<file path="src/rtl/multi_stop_tdc.sv">
// Multi-channel start/stop TDC: counts cycles from a shared start edge to the first
// edge on each stop input and publishes all channels as one sequenced record.
module multi_stop_tdc #(
  parameter int unsigned NCHAN          = 4,
  parameter int unsigned INTERVAL_WIDTH = 12,
  parameter int unsigned SEQ_WIDTH      = 16,
  parameter int unsigned DEADTIME_TICKS = 2000000,
  parameter bit          ACTIVE_LOW     = 1'b1,
  parameter string       DEBUG          = "false"
) (
  input  logic                              clk,
  input  logic                              rst_n,
  input  logic                              enable,
  input  logic                              start_in,
  input  logic [NCHAN-1:0]                  stop_in,
  output logic [NCHAN*INTERVAL_WIDTH-1:0]   dout,
  output logic [NCHAN-1:0]                  hit,
  output logic [SEQ_WIDTH-1:0]              seq,
  output logic                              valid,
  output logic                              busy
);

  localparam int unsigned DOUT_W = NCHAN * INTERVAL_WIDTH;
  localparam int unsigned DT_W   = $clog2(DEADTIME_TICKS + 1);

  localparam logic [1:0] ST_IDLE = 2'd0;
  localparam logic [1:0] ST_RUN  = 2'd1;
  localparam logic [1:0] ST_DEAD = 2'd2;

  localparam logic [INTERVAL_WIDTH-1:0] CNT_MAX   = '1;
  localparam logic [DT_W-1:0]           DEAD_LOAD = DT_W'(DEADTIME_TICKS - 1);

  // Polarity is folded in ahead of the synchroniser so a reset value of 0 reads as inactive.
  logic             start_m, start_s, start_d;
  logic [NCHAN-1:0] stop_m, stop_s;
  logic             start_rise_c;

  (* mark_debug = DEBUG *) logic [1:0]                state;
  (* mark_debug = DEBUG *) logic [INTERVAL_WIDTH-1:0] cnt;
  logic [DT_W-1:0]           dcnt;
  logic [SEQ_WIDTH-1:0]      seq_int;
  logic [NCHAN-1:0]          flag;
  logic [INTERVAL_WIDTH-1:0] res [NCHAN];

  logic [1:0]                state_nxt;
  logic [INTERVAL_WIDTH-1:0] cnt_nxt;
  logic [DT_W-1:0]           dcnt_nxt;
  logic [SEQ_WIDTH-1:0]      seq_int_nxt;
  logic [NCHAN-1:0]          flag_nxt;
  logic [INTERVAL_WIDTH-1:0] res_nxt [NCHAN];
  logic [DOUT_W-1:0]         dout_nxt;
  logic [NCHAN-1:0]          hit_nxt;
  logic [SEQ_WIDTH-1:0]      seq_nxt;
  logic                      valid_nxt;
  logic                      busy_nxt;

  if (DEBUG == "true") begin : g_debug_on
  end

  // Two-flop synchronisers plus start edge detect
  always_ff @(posedge clk or negedge rst_n) begin
    if (!rst_n) begin
      start_m <= 1'b0;
      start_s <= 1'b0;
      start_d <= 1'b0;
      stop_m  <= '0;
      stop_s  <= '0;
    end else begin
      start_m <= start_in ^ ACTIVE_LOW;
      start_s <= start_m;
      start_d <= start_s;
      stop_m  <= stop_in ^ {NCHAN{ACTIVE_LOW}};
      stop_s  <= stop_m;
    end
  end

  assign start_rise_c = start_s & ~start_d;

  // State and datapath registers
  always_ff @(posedge clk or negedge rst_n) begin
    if (!rst_n) begin
      state   <= ST_IDLE;
      cnt     <= '0;
      dcnt    <= '0;
      seq_int <= '0;
      flag    <= '0;
      res     <= '{default: '0};
      dout    <= '0;
      hit     <= '0;
      seq     <= '0;
      valid   <= 1'b0;
      busy    <= 1'b0;
    end else begin
      state   <= state_nxt;
      cnt     <= cnt_nxt;
      dcnt    <= dcnt_nxt;
      seq_int <= seq_int_nxt;
      flag    <= flag_nxt;
      res     <= res_nxt;
      dout    <= dout_nxt;
      hit     <= hit_nxt;
      seq     <= seq_nxt;
      valid   <= valid_nxt;
      busy    <= busy_nxt;
    end
  end

  // Next-state and capture logic
  always_comb begin
    state_nxt   = state;
    cnt_nxt     = cnt;
    dcnt_nxt    = dcnt;
    seq_int_nxt = seq_int;
    flag_nxt    = flag;
    res_nxt     = res;
    dout_nxt    = dout;
    hit_nxt     = hit;
    seq_nxt     = seq;
    valid_nxt   = 1'b0;

    case (state)
      ST_IDLE: begin
        dcnt_nxt = DEAD_LOAD;
        // A start while any stop is already active would give a bogus zero interval
        if (enable && start_rise_c && (stop_s == '0)) begin
          state_nxt   = ST_RUN;
          cnt_nxt     = INTERVAL_WIDTH'(1);
          seq_int_nxt = seq_int + 1'b1;
          flag_nxt    = '0;
        end
      end
      ST_RUN: begin
        cnt_nxt = cnt + 1'b1;
        for (int unsigned i = 0; i < NCHAN; i++) begin
          if (!flag[i] && stop_s[i]) begin
            res_nxt[i]  = cnt;
            flag_nxt[i] = 1'b1;
          end
        end
        if ((&flag_nxt) || (cnt == CNT_MAX)) begin
          state_nxt = ST_DEAD;
          for (int unsigned i = 0; i < NCHAN; i++) begin
            dout_nxt[i*INTERVAL_WIDTH +: INTERVAL_WIDTH] = flag_nxt[i] ? res_nxt[i] : CNT_MAX;
          end
          hit_nxt   = flag_nxt;
          seq_nxt   = seq_int;
          valid_nxt = 1'b1;
        end
      end
      ST_DEAD: begin
        dcnt_nxt = dcnt - 1'b1;
        if (dcnt == '0) begin
          state_nxt = ST_IDLE;
        end
      end
      default: begin
        state_nxt = ST_IDLE;
      end
    endcase

    busy_nxt = (state_nxt != ST_IDLE);
  end

endmodule

</file>
<file path="config.mk">
export PLATFORM = sky130hd
export DESIGN_NAME = multi_stop_tdc
export DESIGN_NICKNAME = d
export VERILOG_FILES = /design/src/rtl/multi_stop_tdc.sv
export SDC_FILE = /design/constraint.sdc
export NUM_CORES = 1
export LEC_CHECK = 0
export CORE_ASPECT_RATIO = 1.2
export CORE_MARGIN = 2
export CORE_UTILIZATION = 57
export CTS_CLUSTER_SIZE = 28
export DETAILED_ROUTE_END_ITERATION = 8
export PLACE_DENSITY_LB_ADDON = 0.08
export SYNTH_ARGS = -nofsm -noshare
export SYNTH_HDL_FRONTEND = slang
export SYNTH_SLANG_ARGS = --single-unit
</file>
<file path="constraint.sdc">
create_clock -name clk -period 2.2 [get_ports clk]
set_input_delay 0.22 -clock clk [delete_from_list [all_inputs] [get_ports clk]]
set_output_delay 0.22 -clock clk [all_outputs]
set_load 0.01 [all_outputs]
</file>
==> reports/metrics.yaml <==
synth_area_per_cell_um2: 12.0
routed_wirelength_um: 17100
synth_seq_cells: 184
tritoncts: "yes"
count_of_flip_flops_with_a_built_in_enable_after_synthesis: 0
critical_path_cell_with_the_highest_stage_delay: "sky130_fd_sc_hd__dfrtp_1"
die_y_um: 137
drt-pass1-iter-count: 4
routed_wire_length_per_instance_um: 17.4
critical_path.cell_chain: "ha_1 -> nand4_1 -> nor2_4 -> a41oi_4 -> buf_12 -> mux2_2"
syn-cell-area_um2: 8380
status: "completed"
initial_core_util_pct: 58.4
hold_violations: 0
unrepaired_setup_endpoints_after_global_routing: "false"
grt_pass1_wl_um: 28000
terminus_of_the_critical_flop_to_flop_path: "dout[3]"
synth_nets: 712
startpoint_type: "register"
design.final.nets: 805
placed_cells_incl_taps: 949
dp_hpwl_um: 11400
initial_drt_markers: 332
final_cells: 982
vdd.ir_drop.worst_mv: 0.597
timing.rr.start: "cnt[0]"
drc: 0
critical_path.max_fanout: 44
synthDominantAreaCellType: "sky130_fd_sc_hd__dfrtp_1"
layout.core_utilization_pct: 71.0
diodes: 0
gp_congestion: 0.862
post_route_cells_drive_above_1_share_pct: 24.9
top_library_cells_by_usage_in_the_layout_fill_and_taps_aside: "184 x sky130_fd_sc_hd__dfrtp_1, 78 x sky130_fd_sc_hd__mux2_2, 76 x sky130_fd_sc_hd__clkdlybuf4s50_1"
yosys-top-cells-area: "sky130_fd_sc_hd__dfrtp_1 55%, sky130_fd_sc_hd__mux2_2 10%, sky130_fd_sc_hd__mux2_4 6.3%"
hold_path.startpoint: "stop_in[0]"
timing.critical_path.required_ns: 2.51
ys_async_sr_fraction_pct: 100
min_path_type: "in2reg"
min_delay_worst_endpoint: "stop_m[0]"
post-route-worst-setup-slack_ns: 0.220
post-route-min-period_ns: 1.98
min_path_cells: 2
io_pins: 78
setup.reg_to_reg.worst_slack_ns: 0.22
cts-buffers-inserted: 17
port_buffers: 77
syn_to_final_growth_pct: 21.6
worst_clock_skew_ns: 0.00945
ctsHtreeMaxLevel: 4
placementRows: 48
maxClockFrequency_ghz: 0.505
floorplan.die.width_um: 115
grt_max_degree: 64
placement.setup.worst_slack_ns: 0.238
ys_dominant_reg_cell: "sky130_fd_sc_hd__dfrtp_1"
cts_setup_buffers: 0
crit_path_max_incr_delay_ns: 0.39
globalRoute.totalOverflow: 0
cp.arrival_ns: 2.29
number_of_warnings_reported_in_the_yosys_synthesis_log: 0
finalSetupViolations: 0
antenna_left: 0
globalRouteTotalUtil_pct: 23.1
cell_count_after_synthesis: 701
netlist.area_leader.share_pct: 54.9
vias_per_cell: 5.68
clock-root-buffer: "sky130_fd_sc_hd__clkbuf_16"
power_density_nw_per_um2: 897
final.period_utilization_pct: 90.0
grt_antenna_before_repair: 0
timing.setup.tns_ns: 0
tritoncts_num_sinks: 184
clk_pin_slew_ns: 0.07
drv_slew: 0
vias_in_the_first_global_route: 5645
power.static_leakage_nw: 4.88
most_common_library_cell_in_the_layout_ignoring_fill_and_taps: "sky130_fd_sc_hd__dfrtp_1"
core_area_um2: 14400
synth_sequential_area_ratio_pct: 54.9
criticalPathCategory: "reg2reg"
die_area_um2: 15700
yosys.cell_types.count: 51
filler_cell_count: 988
drv.max_cap_violation_count: 0
clock_path_buffers: 2
worst_r2r_path_depth: 6
clkLatencyLatePin_ns: 0.43
critical_path.endpoint_type: "register"
vias: 5582
tightest_slew_ns: 0.695
max-slew-margin-rel_pct: 53.2
metal layers:
metal  wire length [um]  track usage (%)  share of wire, %
met4                443             10.8               2.6
met3                609             3.85               3.6
met5                  0                0                 0
met2               8630             39.0                51
met1               7400             29.1                43
flip-flops by register name (all words and copies together), names as in the netlist, 12 cells and up:
name     cells
dout        48
seq         16
seq_int     16
cnt         12
dcnt        21
res         48
where the power goes:
group | total [mW] | switching [mW] | internal (mW)
combinational | 1.71 | 0.988 | 0.720
sequential | 3.84 | 0.185 | 3.65
clock | 3.59 | 1.30 | 2.29
critical path: cells and delay by family (launching register included):
kind / cells / cell delay (ns)
flip-flops: 1 / 0.39
multiplexers: 1 / 0.38
buffers and inverters: 1 / 0.33
adder cells (fa/ha/maj): 1 / 0.26
AO/OA/AOI/OAI: 1 / 0.26
AND/OR/NAND/NOR: 2 / 0.23
cells by family after synthesis:
group / after synthesis / synth area share [%]
xor gates and xnor gates: 24 / 2.51
and+or+nand+nor: 201 / 13.1
DFF: 184 / 55.0
adders and majority gates: 3 / 0.448
AOI/OAI and AO/OA: 106 / 7.56
muxes: 120 / 17.6
buffers and inverters: 63 / 3.82
stage by stage:
step                      total power, mW  area [um2]  hold slack [ns]
after floorplan                      4.84        8380          -0.0756
after global routing                 9.49       10200            0.266
final                                9.14       10200            0.267
after detailed placement             5.60        9470            0.175
after global placement               5.54        9470            0.176
after CTS                            9.19       10200            0.256
worst max path at each step:
stage | slack (ns) | end | startpoint | depth (start not counted)
after floorplan | 0.40 | dout[15] | cnt[0] | 6
after global placement | 0.29 | busy | dcnt[6] | 4
after detailed placement | 0.24 | dout[3] | cnt[0] | 6
after CTS | 0.22 | seq[12] | cnt[0] | 6
after global routing | 0.08 | cnt[9] | state[1] | 5
final | 0.22 | dout[3] | cnt[0] | 6
layout make-up:
class / count / area (um2) / area share [%]
Tap cell: 175 / 219 / 2.15
Inverter: 20 / 75.1 / 0.737
Clock inverter: 14 / 269 / 2.64
Multi-Input combinational cell: 454 / 3450 / 33.9
Clock buffer: 18 / 439 / 4.31
Sequential cell: 184 / 4600 / 45.2
Timing Repair Buffer: 117 / 1120 / 11.0
cells in the mapped netlist, types with 8 or more instances:
cell type	count
sky130_fd_sc_hd__dfrtp_1	184
sky130_fd_sc_hd__nand3_1	16
sky130_fd_sc_hd__a21o_1	12
sky130_fd_sc_hd__nor3_1	8
sky130_fd_sc_hd__mux2_2	78
sky130_fd_sc_hd__nand2_1	64
sky130_fd_sc_hd__mux2_4	35
sky130_fd_sc_hd__nor2_1	27
sky130_fd_sc_hd__a21oi_1	23
sky130_fd_sc_hd__xnor2_1	8
sky130_fd_sc_hd__clkbuf_1	22
sky130_fd_sc_hd__nor2b_1	40
sky130_fd_sc_hd__inv_1	20
sky130_fd_sc_hd__nand4_1	8
sky130_fd_sc_hd__xor2_1	16
sky130_fd_sc_hd__o21ai_0	50
timing repair:
item                      CTS  global route
hold buffers                1             0
resized for setup           0             0
hold endpoints to repair   40             0
Note: power is estimated with default switching activity, not from simulation.
